`src/rtl/muldiv_pkg.sv`:
```
// muldiv_pkg -- shared types for the RV32M multiply/divide execute unit.
//   md_op_e    : RV32M funct3 encodings (MUL .. REMU)
//   md_state_e : sequencer states IDLE / MUL / DIV / DONE
//   cnt_width  : iteration counter width for a given XLEN (counts 0..XLEN)
//   CNT_W      : counter width for the default XLEN of 32
package muldiv_pkg;

  typedef enum logic [2:0] {
    MD_MUL    = 3'b000,
    MD_MULH   = 3'b001,
    MD_MULHSU = 3'b010,
    MD_MULHU  = 3'b011,
    MD_DIV    = 3'b100,
    MD_DIVU   = 3'b101,
    MD_REM    = 3'b110,
    MD_REMU   = 3'b111
  } md_op_e;

  typedef enum logic [1:0] {
    IDLE = 2'd0,
    MUL  = 2'd1,
    DIV  = 2'd2,
    DONE = 2'd3
  } md_state_e;

  // One extra bit so the counter can hold XLEN itself without wrapping.
  function automatic int cnt_width(input int xlen);
    return $clog2(xlen) + 1;
  endfunction

  localparam int CNT_W = cnt_width(32);

endpackage

```
`src/rtl/muldiv_div_iter.sv`:
```
// muldiv_div_iter -- one restoring-division step on unsigned magnitudes.
//   rem_in   : partial remainder (always < divisor)
//   quo_in   : dividend bits still to be shifted in, MSB first; quotient
//              bits enter at the LSB as the dividend drains out
//   divisor  : unsigned divisor (non-zero)
//   rem_out  : next partial remainder
//   quo_out  : next dividend/quotient shift word
module muldiv_div_iter #(
  parameter int XLEN = 32
) (
  input  logic [XLEN-1:0] rem_in,
  input  logic [XLEN-1:0] quo_in,
  input  logic [XLEN-1:0] divisor,
  output logic [XLEN-1:0] rem_out,
  output logic [XLEN-1:0] quo_out
);

  logic [XLEN:0] shifted;
  logic [XLEN:0] diff;

  // rem_in < divisor, so shifted < 2*divisor and the MSB of diff is a
  // reliable borrow flag: set means the trial subtraction must be undone.
  assign shifted = {rem_in, quo_in[XLEN-1]};
  assign diff    = shifted - {1'b0, divisor};
  assign rem_out = diff[XLEN] ? shifted[XLEN-1:0] : diff[XLEN-1:0];
  assign quo_out = {quo_in[XLEN-2:0], ~diff[XLEN]};

endmodule

```
`src/rtl/muldiv_unit.sv`:
```
// muldiv_unit -- multi-cycle RV32M execute unit (MUL/MULH/MULHSU/MULHU,
// DIV/DIVU/REM/REMU) with valid/ready on both sides and flush.
//   clk, reset          : rising-edge clock, asynchronous active-low reset
//   in_valid/in_ready   : op request / accept (ready only in IDLE)
//   funct3, src_a/src_b : operation and operands, captured at accept
//   rd_in / rd_out      : destination tag carried alongside the op
//   flush               : abort whatever is in flight, back to IDLE
//   out_valid/out_ready : result handshake; result/rd_out held while stalled
//   busy                : op accepted and result not yet consumed
// Build option: define MULDIV_FAST_MUL_EN for a single-cycle array multiplier
// (result registered straight into DONE); otherwise a shift-add multiplier
// iterates XLEN cycles. Division is iterative in both builds.
module muldiv_unit
  import muldiv_pkg::*;
#(
  parameter int XLEN  = 32,
  parameter int TAG_W = 5
) (
  input  logic             clk,
  input  logic             reset,
  input  logic             in_valid,
  output logic             in_ready,
  input  logic [2:0]       funct3,
  input  logic [XLEN-1:0]  src_a,
  input  logic [XLEN-1:0]  src_b,
  input  logic [TAG_W-1:0] rd_in,
  input  logic             flush,
  output logic             out_valid,
  input  logic             out_ready,
  output logic [XLEN-1:0]  result,
  output logic [TAG_W-1:0] rd_out,
  output logic             busy
);

  localparam int CW = cnt_width(XLEN);
  localparam logic [CW-1:0] CNT_LAST = CW'(XLEN - 1);
  localparam logic [CW-1:0] CNT_FULL = CW'(XLEN);

  md_state_e         state_q, state_d;
  md_op_e            op_q, op_d;
  logic [CW-1:0]     cnt_q, cnt_d;
  // MUL: {partial product high, multiplier shifting out}.
  // DIV: {partial remainder, dividend shifting out / quotient shifting in}.
  logic [2*XLEN-1:0] prod_q, prod_d;
  logic [XLEN-1:0]   opb_q, opb_d;      // multiplicand or divisor magnitude
  logic              neg_q, neg_d;      // negate product / quotient
  logic              neg_rem_q, neg_rem_d;
  logic [XLEN-1:0]   result_q, result_d;
  logic [TAG_W-1:0]  rd_q, rd_d;

  // Input-side decode, used only in the accept cycle.
  md_op_e          op_in;
  logic            a_neg, b_neg, is_div_in, b_zero, div_ovf;
  logic [XLEN-1:0] a_mag, b_mag;

  assign op_in     = md_op_e'(funct3);
  assign is_div_in = funct3[2];
  assign a_neg     = (op_in == MD_MULH || op_in == MD_MULHSU ||
                      op_in == MD_DIV  || op_in == MD_REM) && src_a[XLEN-1];
  assign b_neg     = (op_in == MD_MULH || op_in == MD_DIV ||
                      op_in == MD_REM) && src_b[XLEN-1];
  assign a_mag     = a_neg ? -src_a : src_a;
  assign b_mag     = b_neg ? -src_b : src_b;
  assign b_zero    = (src_b == '0);
  assign div_ovf   = (op_in == MD_DIV || op_in == MD_REM) &&
                     (src_a == {1'b1, {(XLEN-1){1'b0}}}) && (&src_b);

  // Signed result of a magnitude product; MUL takes the low half, the
  // MULH variants the high half.
  function automatic logic [XLEN-1:0] mul_pick(input logic [2*XLEN-1:0] p,
                                               input logic neg,
                                               input md_op_e op);
    logic [2*XLEN-1:0] s;
    s = neg ? -p : p;
    return (op == MD_MUL) ? s[XLEN-1:0] : s[2*XLEN-1:XLEN];
  endfunction

`ifdef MULDIV_FAST_MUL_EN
  logic [2*XLEN-1:0] fast_prod;
  assign fast_prod = {{XLEN{1'b0}}, a_mag} * {{XLEN{1'b0}}, b_mag};
`endif

  // Shift-add step: add the multiplicand into the high half when the current
  // multiplier bit is set, then shift the whole word right (carry included).
  logic [XLEN:0]     mul_sum;
  logic [2*XLEN-1:0] mul_next;
  assign mul_sum  = {1'b0, prod_q[2*XLEN-1:XLEN]} +
                    {1'b0, (prod_q[0] ? opb_q : {XLEN{1'b0}})};
  assign mul_next = {mul_sum, prod_q[XLEN-1:1]};

  logic [XLEN-1:0] div_rem, div_quo, quo_fix, rem_fix;

  muldiv_div_iter #(.XLEN(XLEN)) u_div_iter (
    .rem_in  (prod_q[2*XLEN-1:XLEN]),
    .quo_in  (prod_q[XLEN-1:0]),
    .divisor (opb_q),
    .rem_out (div_rem),
    .quo_out (div_quo)
  );

  // Quotient truncates toward zero; remainder follows the dividend's sign.
  assign quo_fix = neg_q     ? -prod_q[XLEN-1:0]      : prod_q[XLEN-1:0];
  assign rem_fix = neg_rem_q ? -prod_q[2*XLEN-1:XLEN] : prod_q[2*XLEN-1:XLEN];

  always_comb begin
    // NOTE: every register defaults to holding its value, so no branch below
    // can leave a signal unassigned and infer a latch.
    state_d   = state_q;
    op_d      = op_q;
    cnt_d     = cnt_q;
    prod_d    = prod_q;
    opb_d     = opb_q;
    neg_d     = neg_q;
    neg_rem_d = neg_rem_q;
    result_d  = result_q;
    rd_d      = rd_q;

    if (flush) begin
      state_d = IDLE;
    end else begin
      unique case (state_q)
        IDLE: if (in_valid) begin
          op_d      = op_in;
          rd_d      = rd_in;
          cnt_d     = '0;
          neg_d     = a_neg ^ b_neg;
          neg_rem_d = a_neg;
          if (is_div_in) begin
            prod_d = {{XLEN{1'b0}}, a_mag};
            opb_d  = b_mag;
            if (b_zero) begin
              state_d  = DONE;
              result_d = (op_in == MD_DIV || op_in == MD_DIVU) ? '1 : src_a;
            end else if (div_ovf) begin
              state_d  = DONE;
              result_d = (op_in == MD_DIV) ? src_a : '0;
            end else begin
              state_d = DIV;
            end
          end else begin
`ifdef MULDIV_FAST_MUL_EN
            state_d  = DONE;
            result_d = mul_pick(fast_prod, a_neg ^ b_neg, op_in);
`else
            prod_d  = {{XLEN{1'b0}}, b_mag};
            opb_d   = a_mag;
            state_d = MUL;
`endif
          end
        end
        MUL: begin
          cnt_d  = cnt_q + 1'b1;
          prod_d = mul_next;
          if (cnt_q == CNT_LAST) begin
            state_d  = DONE;
            result_d = mul_pick(mul_next, neg_q, op_q);
          end
        end
        DIV: begin
          if (cnt_q == CNT_FULL) begin
            state_d  = DONE;
            result_d = (op_q == MD_DIV || op_q == MD_DIVU) ? quo_fix : rem_fix;
          end else begin
            cnt_d  = cnt_q + 1'b1;
            prod_d = {div_rem, div_quo};
          end
        end
        DONE: if (out_ready) state_d = IDLE;
        default: state_d = IDLE;
      endcase
    end
  end

  // NOTE: state registers use non-blocking assignments so every flop samples
  // the pre-edge values regardless of statement order.
  always_ff @(posedge clk or negedge reset) begin
    if (!reset) begin
      state_q   <= IDLE;
      op_q      <= MD_MUL;
      cnt_q     <= '0;
      prod_q    <= '0;
      opb_q     <= '0;
      neg_q     <= 1'b0;
      neg_rem_q <= 1'b0;
      result_q  <= '0;
      rd_q      <= '0;
    end else begin
      state_q   <= state_d;
      op_q      <= op_d;
      cnt_q     <= cnt_d;
      prod_q    <= prod_d;
      opb_q     <= opb_d;
      neg_q     <= neg_d;
      neg_rem_q <= neg_rem_d;
      result_q  <= result_d;
      rd_q      <= rd_d;
    end
  end

  assign in_ready  = (state_q == IDLE);
  assign out_valid = (state_q == DONE);
  assign busy      = (state_q != IDLE);
  assign result    = result_q;
  assign rd_out    = rd_q;

endmodule
```
`config.mk`:
```
export PLATFORM = sky130hd
export DESIGN_NAME = muldiv_unit
export DESIGN_NICKNAME = d
export VERILOG_FILES = /design/src/rtl/muldiv_pkg.sv /design/src/rtl/muldiv_div_iter.sv /design/src/rtl/muldiv_unit.sv
export SDC_FILE = /design/constraint.sdc
export NUM_CORES = 1
export LEC_CHECK = 0
export ABC_AREA = 1
export BUFFER_PORTS_ARGS = -buffer_cell sky130_fd_sc_hd__buf_2
export CORE_MARGIN = 2
export CORE_UTILIZATION = 35
export DETAILED_ROUTE_END_ITERATION = 10
export GPL_TIMING_DRIVEN = 1
export SYNTH_ARGS = -nofsm -noshare
export SYNTH_HDL_FRONTEND = slang
export SYNTH_SLANG_ARGS = --single-unit
```
`constraint.sdc`:
```
create_clock -name clk -period 7.25 [get_ports clk]
set_input_delay 1.45 -clock clk [delete_from_list [all_inputs] [get_ports clk]]
set_output_delay 1.45 -clock clk [all_outputs]
set_load 0.01 [all_outputs]
```
Word-level counts from Yosys, hierarchy flattened
Cells that the tools add are included.

operators by class
  add/sub/neg operators = 8
  multiply operators = 0
  div/mod/pow operators = 0
  order comparisons = 0
  equality and inequality tests = 23
  shift-type cells = 0
  multiplexer cells = 35
  bitwise logic cells = 3
  reductions and logical operators = 22

operator list
  operator              number
  $mux 32               18
  $mux 64               3
  $pmux 64 s3           1
  $neg 32->32           4
  $pmux 32 s3           1
  $neg 64->64           1
  $add 32x32->33        1
  $sub 33x32->33        1
  $eq 32x32->1 const B  1
  $logic_not 32->1      1
  $reduce_and 32->1     1
  $pmux 6 s3            1
  $eq 3x3->1 const B    5
  $mux 2                6
  $mux 6                2
  $logic_or 1x1->1      8
  $ne 2x2->1 const B    4
  $pmux 2 s4            1
  $reduce_and 4->1      2
  $reduce_and 7->1      1
  $add 6x1->6 const B   1
  $eq 6x5->1 const B    1
  $eq 6x6->1 const B    1
  $ne 3x2->1 const B    2
  16 further kinds      23

word-level totals
  bits in registers = 146
  bits in latches = 0
  memory bits (writable) = 0
  ROM bits = 0
  bits of input ports = 77
  memories kept = 0

Longest topological paths before layout
  depth after elaboration = 10
  depth in mapped cells = 29
  mapped depth without buffers = 27

Modules after synthesis
A second synthesis with hierarchy kept.

unflattened totals
  cell total of the unflattened synthesis = 3,596
  area total of the unflattened synthesis = 19,946.6 µm²

modules (own cells, without submodules)
  module           times used  cells each  area each (µm²)
  muldiv_unit      1           2,885       16,563.4
  muldiv_div_iter  1           711         3,383.2

Worst setup path after synthesis
Ideal clock, no wire load.

  path type = in2reg
  start point = input port src_a[0]
  end point = register prod_q[30]
  library setup time = 0.130 ns
  arrival = 3.045 ns
  required time = 7.120 ns
  setup slack = 4.075 ns
  stages = 12
  buffers on the path = 0
  cells stage by stage = inv_1 ha_1 nand3_1 nor2_1 nand2_1 nor3_2 a31oi_1 a21oi_1 o21ai_1 xor2_1 o211ai_1 nand3_1

on the way
  longest elaborated chain between the ends = 5

ends and longest elaborated chain
  element               RTL line            RTL
  start, declared       muldiv_unit.sv:24   input logic [XLEN-1:0] src_a,
  $neg 32->32           muldiv_unit.sv:62   assign a_mag = a_neg ? -src_a : src_a;
  $mux 32               muldiv_unit.sv:62
  $mux 32               muldiv_unit.sv:128  if (is_div_in) begin
  $mux 64               muldiv_unit.sv:122  IDLE: if (in_valid) begin
  $pmux 64 s3           muldiv_unit.sv:121  unique case (state_q)
  end signal, assigned  muldiv_unit.sv:191  prod_q <= prod_d;
  end, declared         muldiv_unit.sv:44   logic [2*XLEN-1:0] prod_q, prod_d;

No other way between the ends. The select of a mux whose other input is x is not followed.
A chain may end at the register's enable or synchronous reset.

Worst setup path after layout
  start point = register prod_q[31]
  end point = register prod_q[58]

on the way
  longest elaborated chain between the ends = 4

ends and longest elaborated chain
  element         RTL line               RTL
  $sub 33x32->33  muldiv_div_iter.sv:24  assign diff = shifted - {1'b0, divisor};
  $mux 32         muldiv_div_iter.sv:25  assign rem_out = diff[XLEN] ? shifted[XLEN-1:0] : diff[XLEN-1:0];
  $mux 64         muldiv_unit.sv:160     if (cnt_q == CNT_FULL) begin
  $pmux 64 s3     muldiv_unit.sv:121

No other way between the ends. The select of a mux whose other input is x is not followed.

==> results.ini <==
[outcome]
outcome=complete, no violations

[synthesis]
ys_seq_area_frac=0.196
async_flop_share=1.00
synth_fa_ha_area_frac=0.0531
synth_top_family_by_area=simple AND/OR/NAND/NOR gates
synthSimpleGateAreaFrac=0.393
synthCells=3279
synth-xor-area-share=0.0390
synth_top_flop_cell=dfrtp_1
synth_mux_area_frac=0
syn_area_per_cell_sq_um=5.69
synthesis.area_sq_mm=0.0187
ys_warn_count=0
synth_fp_nets=3434
ys_types=57
synth-compound-area-share=0.202
synth_edf_count=0
ys_seq_elements=146

[job]
maxCapViolCount=0

[finish]
final_common_cell=nand2_1
antenna_cells=0
fin_cells=4016
nets=3470
layout_common_cells=nand2_1, inv_1, nor2_1
fin_area_sq_mm=0.0204
area_growth_pct=9.49
drive_gt1_frac=0.0898

[global_routing]
grt_max_degree=69
grt_pass1_wl_um=128000
antenna_found_initial=2
grt.total_usage=0.302
grt_pass1_vias=20800
grt-ovfl-total=0

[floorplan]
die_x_um=235
die-area_sq_mm=0.0552
ios=117
start_util=0.354
rows=84
die_h_um=235
core_area_sq_mm=0.0527

[sta]
slew_headroom=0.271
clock.fmax_ghz=0.223
finalHoldViolCount=0
rsz0062_at_grt=no
tightest_slew_ns=1.09
clock_skew_ns=0.0166
fin_crit_ns=4.49
finalSetupViolCount=0
fin_tns_setup_ns=0
slew_viol_final=0
min_period_over_period=0.619

[setup_path]
crit_type=register to register
critPathSlowestCell=inv_2
slowest_delay_ns=0.80
r2r_cells=20
cp-end-kind=register
crit_end=prod_q[58]
crit_top_cell=nand2_1
r2r-start=prod_q[31]
critPathMaxFanout=49
r2r_end=prod_q[58]
startpoint=prod_q[31]
cp_data_required_time_ns=7.61
critPathLaunchType=register
path_cells=inv_2 -> ha_1 -> inv_1 -> fa_1 -> nand3_1 -> nand2_1 -> a21oi_2 -> o21ai_2 -> nand3_1 -> nand2_2 -> nand3_1 -> nand2_1 -> nand2_1 -> nand2_2 -> inv_2 -> nand2_1 -> o21ai_0 -> o21ai_0 -> nand2_1 -> nand2_1
crit_arrival_ns=4.85
r2r_slack_ns=2.76

[power]
power_per_cell_area_mw_per_mm2=368
p_int_mw=3.04
vdd.ir_drop.worst_mv=0.269
p_switching_mw=4.48
sw_frac_of_total=0.596
leakage_nw=10.6
clkPwrFrac=0.127
combinationalPowerShare=0.666
finalPower_mw=7.52
pwr-share-seq=0.207

[place]
gp_congestion=1.08
hpwl_um=67500
dp_cells=3984
place_area_sq_mm=0.0198
place.port_buffers=116

[clocking]
htreeDepth=4
clkLatencyLatePin_ns=0.48
post-cts-setup-buffers=0
cts.sinks=146
clockBufferDepth=2
cts.repair.resized=0
numCtsBuffers=17
postCtsHoldBufs=0
cts.reportedPaths.clkPinSlew_ns=0.08
clockRootBuffer=clkbuf_16
cts_tree=built

[detailed_routing]
dr.pass1.iters=7
via_per_inst=5.66
drc_errors=0
drt_iter0_drc=3065
routed_wl_um=85500
ant_nets=0
vias=22700
wire_per_inst_um=21.3

[worst_hold_path]
holdPathStages=2
holdCritPathClass=register to register

## flip-flops by register name (all words and copies together) (netlist names)
name       count
cnt_q          6
neg_q          1
neg_rem_q      1
op_q           3
opb_q         32
prod_q        64
rd_out         5
result        32
state_q        2
## metal layers
| metal | GRT usage | vias up | wire length, um |
|---|---|---|---|
| met2 | 0.443 | 1291 | 35500 |
| li1 | - | 10800 | - |
| met4 | 0.164 | 4 | 4980 |
| met1 | 0.415 | 10400 | 35900 |
| met5 | 0 | - | 27 |
| met3 | 0.0577 | 247 | 9090 |
## kinds of logic (layout without fill, tap and decap cells)
| family | Yosys count | count (layout) |
|---|---|---|
| DFF | 146 | 146 |
| xor gates and xnor gates | 83 | 83 |
| AOI/OAI and AO/OA | 652 | 652 |
| adders and majority gates | 78 | 78 |
| buffers and inverters | 571 | 620 |
| and+or+nand+nor | 1749 | 1749 |
## cells in the mapped netlist, types with 37 or more instances
cell type	instances	area, sq um
inv_1	407	1530
nand4_1	37	231
ha_1	76	951
nand2_1	1034	3880
clkbuf_1	93	349
o22ai_1	51	319
nand3_1	199	996
nor2_1	319	1200
nor3_1	57	285
a21oi_1	195	976
o21ai_0	239	1200
xor2_1	56	490
dfrtp_1	146	3650
## final cells by class
type,instances,area (sq um)
Tap cell,688,861
Clock inverter,14,171
Multi-Input combinational cell,2562,12900
Fill cell,5857,32200
Timing Repair Buffer,142,782
Clock buffer,18,439
Inverter,446,1670
Sequential cell,146,3650
## worst min path at each step
stage,slack [ns],end,from
after CTS,0.48,result[25],result[25]
after global routing,0.49,result[21],result[21]
after floorplan,0.45,op_q[0],op_q[0]
after detailed placement,0.46,result[25],result[25]
final,0.48,result[25],result[25]
after global placement,0.46,result[18],result[18]
## through the flow
step	setup slack, ns	util	hold slack, ns
floorplan	4.07	-	0.450
global placement	2.59	0.376	0.462
detailed placement	2.54	0.376	0.461
CTS	2.92	0.388	0.481
global route	2.53	0.388	0.492
finish	2.76	0.388	0.479
## worst max-delay path: cells and delay by family, from the launching register on
family | cells | cell delay (ns)
adder cells (fa/ha/maj) | 2 | 0.64
buffers and inverters | 3 | 1.08
flip-flops | 1 | 0.47
AND/OR/NAND/NOR | 11 | 1.21
AO/OA/AOI/OAI | 4 | 0.98
## power by group through the flow
| stage | logic [mW] | registers (mW) | clock network (mW) |
|---|---|---|---|
| after global routing | 5.43 | 1.56 | 0.994 |
| after floorplan | 3.24 | 1.33 | 0 |
| after CTS | 4.83 | 1.51 | 0.965 |
| final | 5.01 | 1.55 | 0.958 |
| after global placement | 4.79 | 1.53 | 0 |
| after detailed placement | 4.81 | 1.52 | 0 |
No activity file was read; power rests on OpenSTA's default activity.
